===== src/rtl/geiger_pkg.sv =====
`default_nettype none
// +----------------------------------------------------------------------------+
// | Module      : geiger_pkg                                                   |
// | Description : Shared constants and types for the Geiger-counter RNG:       |
// |               byte width, transmit FSM state encoding, busy-wait timeout.  |
// | Revision    : 1.0 - initial release                                        |
// +----------------------------------------------------------------------------+
package geiger_pkg;

  // Width of one transmitted byte
  localparam int BYTE_W = 8;

  // Cycles the transmitter waits for uart_tx to raise its busy flag
  localparam int WAIT_BUSY_TIMEOUT = 4;
  localparam int TO_W              = 3;

  // Transmit handshake states
  typedef enum logic [1:0] {
    IDLE      = 2'd0,
    ISSUE     = 2'd1,
    WAIT_BUSY = 2'd2,
    WAIT_DONE = 2'd3
  } tx_state_e;

endpackage : geiger_pkg
`default_nettype wire


===== src/rtl/rng_fifo.sv =====
`default_nettype none
// +----------------------------------------------------------------------------+
// | Module      : rng_fifo                                                     |
// | Description : Synchronous byte FIFO with occupancy count. A push while     |
// |               full is accepted only if a pop happens in the same cycle;    |
// |               otherwise it is dropped and flagged on drop_o.               |
// | Revision    : 1.0 - initial release                                        |
// +----------------------------------------------------------------------------+
module rng_fifo #(
  parameter  int DEPTH = 16,
  parameter  int WIDTH = 8,
  localparam int AW    = $clog2(DEPTH),
  localparam int LW    = AW + 1
) (
  input  logic             clk,
  input  logic             rst_n,
  input  logic             push_i,
  input  logic [WIDTH-1:0] din_i,
  input  logic             pop_i,
  output logic [WIDTH-1:0] dout_o,
  output logic [LW-1:0]    level_o,
  output logic             full_o,
  output logic             empty_o,
  output logic             drop_o
);

  logic [WIDTH-1:0] mem_q [DEPTH];
  logic [AW-1:0]    wr_ptr_q, wr_ptr_d;
  logic [AW-1:0]    rd_ptr_q, rd_ptr_d;
  logic [LW-1:0]    level_q,  level_d;
  logic             w_wr_en;
  logic             w_rd_en;

  assign full_o  = (level_q == LW'(DEPTH));
  assign empty_o = (level_q == '0);
  assign w_rd_en = pop_i && !empty_o;
  assign w_wr_en = push_i && (!full_o || w_rd_en);
  assign drop_o  = push_i && !w_wr_en;
  assign dout_o  = mem_q[rd_ptr_q];
  assign level_o = level_q;

  // Storage array: written only on an accepted push, no reset needed
  always_ff @(posedge clk) begin
    if (w_wr_en) begin
      mem_q[wr_ptr_q] <= din_i;
    end
  end

  // Next pointer/occupancy; power-of-two depth lets pointers wrap naturally
  always_comb begin
    wr_ptr_d = wr_ptr_q;
    rd_ptr_d = rd_ptr_q;
    level_d  = level_q;
    if (w_wr_en) begin
      wr_ptr_d = wr_ptr_q + AW'(1);
    end
    if (w_rd_en) begin
      rd_ptr_d = rd_ptr_q + AW'(1);
    end
    case ({w_wr_en, w_rd_en})
      2'b10:   level_d = level_q + LW'(1);
      2'b01:   level_d = level_q - LW'(1);
      default: level_d = level_q;
    endcase
  end

  // Pointer and occupancy registers
  always_ff @(posedge clk or negedge rst_n) begin
    if (!rst_n) begin
      wr_ptr_q <= '0;
      rd_ptr_q <= '0;
      level_q  <= '0;
    end else begin
      wr_ptr_q <= wr_ptr_d;
      rd_ptr_q <= rd_ptr_d;
      level_q  <= level_d;
    end
  end

endmodule : rng_fifo
`default_nettype wire


===== src/rtl/geiger_rng.sv =====
`default_nettype none
// +----------------------------------------------------------------------------+
// | Module      : geiger_rng                                                   |
// | Description : Geiger-counter random byte source. Synchronises the detector |
// |               pulse, filters it with a dead time, samples free-running     |
// |               counter LSBs per accepted event, packs bits into bytes,      |
// |               buffers them and streams them to uart_tx.                    |
// |               Optional: VON_NEUMANN_EN enables Von Neumann debiasing of    |
// |               harvested bits before they reach the byte assembler.         |
// | Revision    : 1.0 - initial release                                        |
// +----------------------------------------------------------------------------+
module geiger_rng
  import geiger_pkg::*;
#(
  parameter int CNT_WIDTH      = 8,
  parameter int BITS_PER_EVENT = 1,
  parameter int FIFO_DEPTH     = 16,
  parameter int SYNC_STAGES    = 2,
  parameter int DEADTIME       = 1000
) (
  input  logic                        clk,
  input  logic                        rst_n,
  input  logic                        pulse_in,
  input  logic                        tx_busy,
  output logic [BYTE_W-1:0]           tx_data,
  output logic                        tx_data_valid,
  output logic [$clog2(FIFO_DEPTH):0] fifo_level,
  output logic                        overflow,
  output logic                        event_led
);

  // Assembler input carries up to 4 bits; accumulator holds 7 leftovers + 4 new
  localparam int IN_W  = 4;
  localparam int ACC_W = BYTE_W + IN_W;

  logic [CNT_WIDTH-1:0]      cnt_q;
  logic [SYNC_STAGES-1:0]    sync_q;
  logic                      prev_q;
  logic                      w_edge;
  logic                      w_accept;
  logic [BITS_PER_EVENT-1:0] w_harvest;
  logic [IN_W-1:0]           w_in_bits;
  logic [2:0]                w_in_n;

  logic [ACC_W-1:0]          acc_q, acc_d;
  logic [3:0]                acc_n_q, acc_n_d;
  logic [BYTE_W-1:0]         byte_q, byte_d;
  logic                      push_q, push_d;
  logic [3:0]                w_sum;
  logic [ACC_W-1:0]          w_shift;
  logic [ACC_W-1:0]          w_extract;

  logic                      led_q;
  logic                      overflow_q;

  logic [BYTE_W-1:0]         w_head;
  logic                      w_fifo_full;
  logic                      w_fifo_empty;
  logic                      w_drop;
  logic                      w_pop;

  tx_state_e                 state_q, state_d;
  logic [TO_W-1:0]           wait_cnt_q, wait_cnt_d;
  logic [BYTE_W-1:0]         tx_data_q, tx_data_d;

  logic                      w_unused;

  // Free-running sample counter and pulse synchroniser
  always_ff @(posedge clk or negedge rst_n) begin
    if (!rst_n) begin
      cnt_q  <= '0;
      sync_q <= '0;
      prev_q <= 1'b0;
    end else begin
      cnt_q  <= cnt_q + CNT_WIDTH'(1);
      sync_q <= {sync_q[SYNC_STAGES-2:0], pulse_in};
      prev_q <= sync_q[SYNC_STAGES-1];
    end
  end

  assign w_edge    = sync_q[SYNC_STAGES-1] && !prev_q;
  assign w_harvest = cnt_q[BITS_PER_EVENT-1:0];

  generate
    if (DEADTIME > 0) begin : g_deadtime
      localparam int DT_W = $clog2(DEADTIME + 1);
      logic [DT_W-1:0] timer_q, timer_d;

      // An edge in the cycle the timer still reads 1 is ignored; it must read 0
      assign w_accept = w_edge && (timer_q == '0);

      // Reload on accept, otherwise count down to zero
      always_comb begin
        timer_d = timer_q;
        if (w_accept) begin
          timer_d = DT_W'(DEADTIME);
        end else if (timer_q != '0) begin
          timer_d = timer_q - DT_W'(1);
        end
      end

      // Dead-time timer register
      always_ff @(posedge clk or negedge rst_n) begin
        if (!rst_n) begin
          timer_q <= '0;
        end else begin
          timer_q <= timer_d;
        end
      end
    end else begin : g_no_deadtime
      assign w_accept = w_edge;
    end
  endgenerate

`ifdef VON_NEUMANN_EN
  logic vn_pend_q, vn_pend_d;
  logic vn_bit_q,  vn_bit_d;

  // Pair bits MSB-first with any held bit; 01 -> 0, 10 -> 1, equal pairs vanish
  always_comb begin
    vn_pend_d = vn_pend_q;
    vn_bit_d  = vn_bit_q;
    w_in_bits = '0;
    w_in_n    = '0;
    for (int i = BITS_PER_EVENT - 1; i >= 0; i--) begin
      if (vn_pend_d) begin
        if (vn_bit_d != w_harvest[i]) begin
          w_in_bits = {w_in_bits[IN_W-2:0], vn_bit_d};
          w_in_n    = w_in_n + 3'd1;
        end
        vn_pend_d = 1'b0;
      end else begin
        vn_pend_d = 1'b1;
        vn_bit_d  = w_harvest[i];
      end
    end
  end

  // Held odd bit survives until the next accepted event
  always_ff @(posedge clk or negedge rst_n) begin
    if (!rst_n) begin
      vn_pend_q <= 1'b0;
      vn_bit_q  <= 1'b0;
    end else if (w_accept) begin
      vn_pend_q <= vn_pend_d;
      vn_bit_q  <= vn_bit_d;
    end
  end
`else
  assign w_in_bits = IN_W'(w_harvest);
  assign w_in_n    = 3'(BITS_PER_EVENT);
`endif

  // Valid bits sit right-aligned in acc_q; older bits are more significant
  assign w_sum     = acc_n_q + {1'b0, w_in_n};
  assign w_shift   = (acc_q << w_in_n) | ACC_W'(w_in_bits);
  assign w_extract = w_shift >> (w_sum - 4'd8);

  // Shift new bits in; once 8 are held, peel off the oldest 8 as a byte
  always_comb begin
    acc_d   = acc_q;
    acc_n_d = acc_n_q;
    byte_d  = byte_q;
    push_d  = 1'b0;
    if (w_accept) begin
      acc_d = w_shift;
      if (w_sum >= 4'd8) begin
        acc_n_d = w_sum - 4'd8;
        byte_d  = w_extract[BYTE_W-1:0];
        push_d  = 1'b1;
      end else begin
        acc_n_d = w_sum;
      end
    end
  end

  // Assembler, pending byte, activity LED and sticky overflow
  always_ff @(posedge clk or negedge rst_n) begin
    if (!rst_n) begin
      acc_q      <= '0;
      acc_n_q    <= '0;
      byte_q     <= '0;
      push_q     <= 1'b0;
      led_q      <= 1'b0;
      overflow_q <= 1'b0;
    end else begin
      acc_q      <= acc_d;
      acc_n_q    <= acc_n_d;
      byte_q     <= byte_d;
      push_q     <= push_d;
      led_q      <= led_q ^ w_accept;
      overflow_q <= overflow_q | w_drop;
    end
  end

  rng_fifo #(
    .DEPTH (FIFO_DEPTH),
    .WIDTH (BYTE_W)
  ) u_fifo (
    .clk     (clk),
    .rst_n   (rst_n),
    .push_i  (push_q),
    .din_i   (byte_q),
    .pop_i   (w_pop),
    .dout_o  (w_head),
    .level_o (fifo_level),
    .full_o  (w_fifo_full),
    .empty_o (w_fifo_empty),
    .drop_o  (w_drop)
  );

  // Transmit handshake: issue one byte, then follow uart_tx busy flag
  always_comb begin
    state_d    = state_q;
    wait_cnt_d = wait_cnt_q;
    tx_data_d  = tx_data_q;
    w_pop      = 1'b0;
    case (state_q)
      IDLE: begin
        if (!w_fifo_empty && !tx_busy) begin
          state_d   = ISSUE;
          tx_data_d = w_head;
        end
      end
      ISSUE: begin
        w_pop      = 1'b1;
        wait_cnt_d = '0;
        state_d    = WAIT_BUSY;
      end
      WAIT_BUSY: begin
        if (tx_busy) begin
          state_d = WAIT_DONE;
        end else if (wait_cnt_q == TO_W'(WAIT_BUSY_TIMEOUT - 1)) begin
          state_d = IDLE;
        end else begin
          wait_cnt_d = wait_cnt_q + TO_W'(1);
        end
      end
      WAIT_DONE: begin
        if (!tx_busy) begin
          state_d = IDLE;
        end
      end
      default: state_d = IDLE;
    endcase
  end

  // Transmit FSM state, busy-wait counter and held output byte
  always_ff @(posedge clk or negedge rst_n) begin
    if (!rst_n) begin
      state_q    <= IDLE;
      wait_cnt_q <= '0;
      tx_data_q  <= '0;
    end else begin
      state_q    <= state_d;
      wait_cnt_q <= wait_cnt_d;
      tx_data_q  <= tx_data_d;
    end
  end

  assign tx_data       = tx_data_q;
  assign tx_data_valid = (state_q == ISSUE);
  assign overflow      = overflow_q;
  assign event_led     = led_q;

  // Counter high bits and spare status feed nothing else
  assign w_unused = ^{cnt_q, w_fifo_full, w_extract[ACC_W-1:BYTE_W]};

endmodule : geiger_rng
`default_nettype wire


===== config.mk =====
export PLATFORM = sky130hd
export DESIGN_NAME = geiger_rng
export DESIGN_NICKNAME = d
export VERILOG_FILES = /design/src/rtl/geiger_pkg.sv /design/src/rtl/rng_fifo.sv /design/src/rtl/geiger_rng.sv
export SDC_FILE = /design/constraint.sdc
export NUM_CORES = 1
export LEC_CHECK = 0
export BUFFER_PORTS_ARGS = -buffer_cell sky130_fd_sc_hd__buf_2
export CORE_AREA = 8 8 145 147
export DETAILED_ROUTE_END_ITERATION = 12
export DIE_AREA = 0 0 153 155
export MAX_ROUTING_LAYER = met4
export PLACE_DENSITY = 0.61
export SLEW_MARGIN = 10
export SYNTH_ARGS = -nofsm -noshare
export SYNTH_HDL_FRONTEND = slang
export SYNTH_SLANG_ARGS = --single-unit

===== constraint.sdc =====
create_clock -name clk -period 7.35 [get_ports clk]
set_clock_uncertainty 0.2 [all_clocks]
set_input_delay 1.47 -clock clk [delete_from_list [all_inputs] [get_ports clk]]
set_output_delay 1.47 -clock clk [all_outputs]
set_load 0.01 [all_outputs]

; ---- Yosys cells after proc, flatten, opt, wreduce, memory -nomap -nowiden
; Memory sizes are Yosys's and may differ from the RTL's. A register that Yosys moved wholly into a read port is not among the register bits.
; Cells that the tools add are included.
[word_totals]
word_cells = 83
ff_bits = 65
out_inout_bits = 16
ram_bits = 128
n_memories = 1
[op_classes]
n_mux = 17
shifts = 1
reduce_logical = 24
n_eq_ne = 12
order_cmp = 1
bitwise = 3
addsub = 9
[mem_list]
columns = memory, words, width, rd, rd_ports_with_merged_regs, write_ports, line
row1 = u_fifo.mem_q, 16, 8, 1, 1, 1, rng_fifo.sv:27  ; logic [WIDTH-1:0] mem_q [DEPTH];
[op_table]
columns = operator, count
row1 = $mux 10, 2
row2 = $add 4x1->4 const B, 3
row3 = $or 12x1->12, 1
row4 = $shr 12x4->8, 1
row5 = $logic_not 10->1, 1
row6 = $pmux 5 s2, 1
row7 = $reduce_bool 10->1, 1
row8 = $sub 10x1->10 const B, 1
row9 = $add 8x1->8 const B, 1
row10 = $mux 2, 4
row11 = $ne 2x2->1 const B, 4
row12 = $pmux 2 s4, 1
row13 = $eq 2x2->1 const B, 3
row14 = $logic_and 1x1->1, 6
row15 = $logic_not 1->1, 6
row16 = $mux 3, 2
row17 = $pmux 3 s2, 1
row18 = $reduce_and 3->1, 2
row19 = $reduce_bool 2->1, 3
row20 = $add 5x1->5 const B, 1
row21 = $eq 5x5->1 const B, 1
row22 = $logic_not 5->1, 1
row23 = $mux 1, 5
row24 = $sub 5x1->5 const B, 1
row25 = other kinds (12), 14

; ---- Depth between registers and ports, before layout
[logic_depth]
depth_word = 8
mapped_depth = 12

; ---- By module
; From an unflattened synthesis, not the netlist that was laid out.
[unflattened]
hier_cells = 522
hier_area_um2 = 8391.8
[modules_own_cells]
columns = module, seq_area_each_um2, cells_per_inst, area_per_inst_um2, n_inst
row1 = rng_fifo, 4169.0, 315, 5786.8, 1
row2 = geiger_rng, 1326.3, 207, 2605.0, 1

; ---- Worst setup path after synthesis
; Ideal clock, no wire load.
[synth_timing]
kind = input -> register
from = in tx_busy
to = reg tx_data_q[3], in the netlist tx_data[3] (read register of u_fifo.mem_q)
t_arrival_ns = 2.449
path_slack_ns = 4.624
n_path_buf = 1
t_required_ns = 7.073
path_stages = 5
path_cell_list = or3_1 > a21oi_2 > buf_2 > o22ai_1 > a21oi_1
[synth_between]
elab_chain_len = 3
[synth_rtl]
columns = element, line
row1 = from (decl), geiger_rng.sv:24  ; input logic tx_busy,
row2 = $logic_not 1->1, n/a
row3 = $logic_and 1x1->1, geiger_rng.sv:220  ; if (!w_fifo_empty && !tx_busy) begin
row4 = $reduce_and 2->1 (no line), n/a
row5 = to (decl), geiger_rng.sv:64  ; logic [BYTE_W-1:0] tx_data_q, tx_data_d;
; Every way passes these cells.
; A chain may end at the register's enable or synchronous reset.

; ---- Worst setup path in the final report
[layout_timing]
from = reg state_q[1]
to = out tx_data_valid
[layout_between]
elab_chain_len = 1
[layout_rtl]
columns = element, line
row1 = from (decl), geiger_rng.sv:62  ; tx_state_e state_q, state_d;
row2 = from (signal assigned), geiger_rng.sv:255  ; state_q <= state_d;
row3 = $eq 2x1->1, geiger_rng.sv:262  ; assign tx_data_valid = (state_q == ISSUE);
row4 = to (decl), geiger_rng.sv:26  ; output logic tx_data_valid,
; Every way passes these cells.

==> impl_metrics.env <==
export IMPL_outcome="finished clean"
export IMPL_root_buffer="clkbuf_16"
export IMPL_synthTopCellsByArea="edfxtp_1, dfrtp_1, mux4_2"
export IMPL_hold_slack_ns=0.156
export IMPL_gp_congestion=0.813
export IMPL_leakage_nw=3.40
export IMPL_vias=4246
export IMPL_drtIter0Drc=302
export IMPL_antenna_found_initial=0
export IMPL_critPathCapture="tx_data_valid"
export IMPL_ys_seq_area_share_pct=66.6
export IMPL_synth_edf_count=128
export IMPL_busiest_layer="met2"
export IMPL_cpPeakStageDelay_ns=0.51
export IMPL_worstSetupEndpointType="output port"
export IMPL_grt_usage_pct=14.0
export IMPL_cts_clk_slew_worst_paths_ns=0.07
export IMPL_drt_pass1_iterations=4
export IMPL_fp_dieH_um=155
export IMPL_areaGrowthSynthToFinish_pct=10.6
export IMPL_synth_avg_cell_area_sq_um=16.6
export IMPL_cts_repair_resized=0
export IMPL_cp_start_kind="flop"
export IMPL_yosysTopAreaCell="edfxtp_1"
export IMPL_max_freq_mhz=326
export IMPL_cts_buffer_depth=2
export IMPL_grt_max_degree=67
export IMPL_postLayoutCoreUtil_pct=48.1
export IMPL_grtUsageMet2_pct=21.6
export IMPL_rsz0062_at_grt="no"
export IMPL_async_flop_share_pct=34.0
export IMPL_clock_sinks=194
export IMPL_rrSetupSlack_ns=4.43
export IMPL_synth_commonest_cells="edfxtp_1, dfrtp_1, mux4_2"
export IMPL_grt_first_pass_wirelength_um=24600
export IMPL_wl_per_cell_um=19.8
export IMPL_tns_ns=0
export IMPL_cp_startpoint="state_q[1]"
export IMPL_cts_tree="yes"
export IMPL_fp_dieW_um=153
export IMPL_final_hold_viol_count=0
export IMPL_fin_nets=533
export IMPL_wl_um=15200
export IMPL_worst_hold_path_type="reg2reg"
export IMPL_report_final_slew_viol_count=0
export IMPL_yosysUniqueCellTypes=51
export IMPL_netlist_area_sq_um=8250
export IMPL_core_area_sq_um=19000
export IMPL_slowest_stage="dfrtp_1"
export IMPL_min_period_over_period_pct=41.8
export IMPL_ios=20
export IMPL_synth_seq_cells=194
export IMPL_timing_rr_end="u_fifo.level_o[4]"
export IMPL_cts_hold_buf=0
export IMPL_num_antenna_cells=0
export IMPL_post_cts_setup_buffers=0
export IMPL_cts_max_level=4
export IMPL_post_route_min_period_ns=3.07
export IMPL_antenna_left=0
export IMPL_syn_inst=498
export IMPL_path_cells="nand2b_1 > inv_1 > buf_2"
export IMPL_dp_cells=736
export IMPL_tightest_slew_ns=0.831
export IMPL_met3_usage_pct=3.16
export IMPL_die_area_sq_um=23700
export IMPL_grt_pass1_vias=4402
export IMPL_power_density_nw_per_um2=252
export IMPL_setup_viol=0
export IMPL_ir_drop_v=0.000146
export IMPL_final_cells=768
export IMPL_grt_overflow_total=0
export IMPL_synth_most_common_cell="edfxtp_1"
export IMPL_synth_top_area_share_pct=46.6
export IMPL_use_met1_pct=17.8
export IMPL_r2r_cells=10
export IMPL_r2r_start="u_fifo.level_o[1]"
export IMPL_io_buffers=19
export IMPL_relSlewSlack_pct=44.6
export IMPL_place_hpwl_um=10100
export IMPL_critical_path_class="reg2out"
export IMPL_clk_latency_ns=0.43
export IMPL_yosys_warnings=0
export IMPL_vias_per_cell=5.53
export IMPL_ys_flop_type="edfxtp_1"
export IMPL_synth_nets=514
export IMPL_cp_data_required_time_ns=5.68
export IMPL_start_util_pct=43.5
export IMPL_drc=0
export IMPL_cts_buffers=17
export IMPL_arrival_ns=1.40
export IMPL_rows=51
export IMPL_maxCapViolCount=0
export IMPL_drive_gt1_share_pct=25.7
export IMPL_crit_fanout=9
==> per-layer routing <==
layer  wire length [um]  vias up
met4                242        0
met5                  0        -
li1                   -     1958
met2               7320       74
met3                469       24
met1               7170     2190
==> through the flow <==
| stage | cell area, sq um | setup slack (ns) | power, mW |
|---|---|---|---|
| 2_1_floorplan | 8250 | 4.62 | 1.39 |
| 3_3_place_gp | 8550 | 4.38 | 1.42 |
| 3_5_place_dp | 8550 | 4.29 | 1.43 |
| 4_1_cts | 9120 | 4.25 | 2.32 |
| 5_1_grt | 9120 | 4.15 | 2.39 |
| 6_report | 9120 | 4.28 | 2.30 |
==> worst max-delay path, delay by kind of cell, from the launching register on <==
family | cells | cell delay (ns)
buf+inv | 2 | 0.20
flops | 1 | 0.51
simple gates | 1 | 0.27
==> flip-flops by register name, summed over array words and instances (netlist names) <==
signal              flops
u_fifo.mem_q          128
acc_q                  11
g_deadtime.timer_q     10
byte_q                  8
tx_data                 8
u_fifo.level_o          5
acc_n_q                 4
u_fifo.rd_ptr_q         4
u_fifo.wr_ptr_q         4
wait_cnt_q              3
state_q                 2
sync_q                  2
cnt_q                   1
event_led               1
overflow                1
prev_q                  1
push_q                  1
==> cells in the final DEF, fill, tap and decap left out, types with 3 or more instances in the layout <==
master      netlist  final
or3_1             4      4
clkbuf_16         0     17
and2_1           13     13
xor2_1            7      7
nand2_1          22     22
mux2_4            4      4
o21ai_0          20     20
clkinvlp_4        0      5
o31ai_1           3      3
inv_1            17     17
mux2i_1           9      9
buf_2             7     19
edfxtp_1        128    128
inv_8             0      3
dfrtp_1          66     65
and3b_1           3      3
mux2_2           32     32
a21oi_1          13     13
clkinv_4          0      3
ha_1             12     12
xnor2_1          13     13
nand2b_1          3      3
buf_4             4      3
mux4_2           37     37
o22ai_1          16     16
nor3_1            4      4
nor2b_1           3      3
nand3_1           5      5
nor2_1           13     13
==> cells by family (layout without fill, tap and decap cells) <==
kind of cell               count (synthesis)  after routing  synth area share, %
DFF                                      194            194                 66.6
and+or+nand+nor                           83             83                 5.81
muxes                                     82             82                 16.3
AOI/OAI and AO/OA                         68             68                 5.11
buffers and inverters                     39             71                 2.24
xor gates and xnor gates                  20             20                 2.12
adders and majority gates                 12             12                 1.82
==> area by class of cell <==
class,instances,area (sq um)
Inverter,17,63.8
Fill cell,1583,9830
Clock inverter,15,150
Timing Repair Buffer,22,118
Clock buffer,17,425
Tap cell,238,298
Sequential cell,194,5500
Multi-Input combinational cell,265,2570
==> worst min-delay path by stage <==
stage                          from         to  slack, ns  depth (start not counted)
after floorplan           sync_q[0]  sync_q[1]       0.13                          0
after global placement    sync_q[0]  sync_q[1]       0.14                          0
after detailed placement  sync_q[0]  sync_q[1]       0.14                          0
after CTS                 sync_q[0]  sync_q[1]       0.16                          0
after global routing      sync_q[0]  sync_q[1]       0.16                          0
final                     sync_q[0]  sync_q[1]       0.16                          0
==> power breakdown <==
part | internal [mW] | leakage [nW] | total, mW | switching [mW]
combinational | 0.0704 | 1.06 | 0.144 | 0.0738
clock | 0.476 | 0.268 | 0.896 | 0.419
sequential | 1.20 | 2.07 | 1.26 | 0.0604
total | 1.74 | 3.40 | 2.30 | 0.554
(Power assumes the default switching activity.)
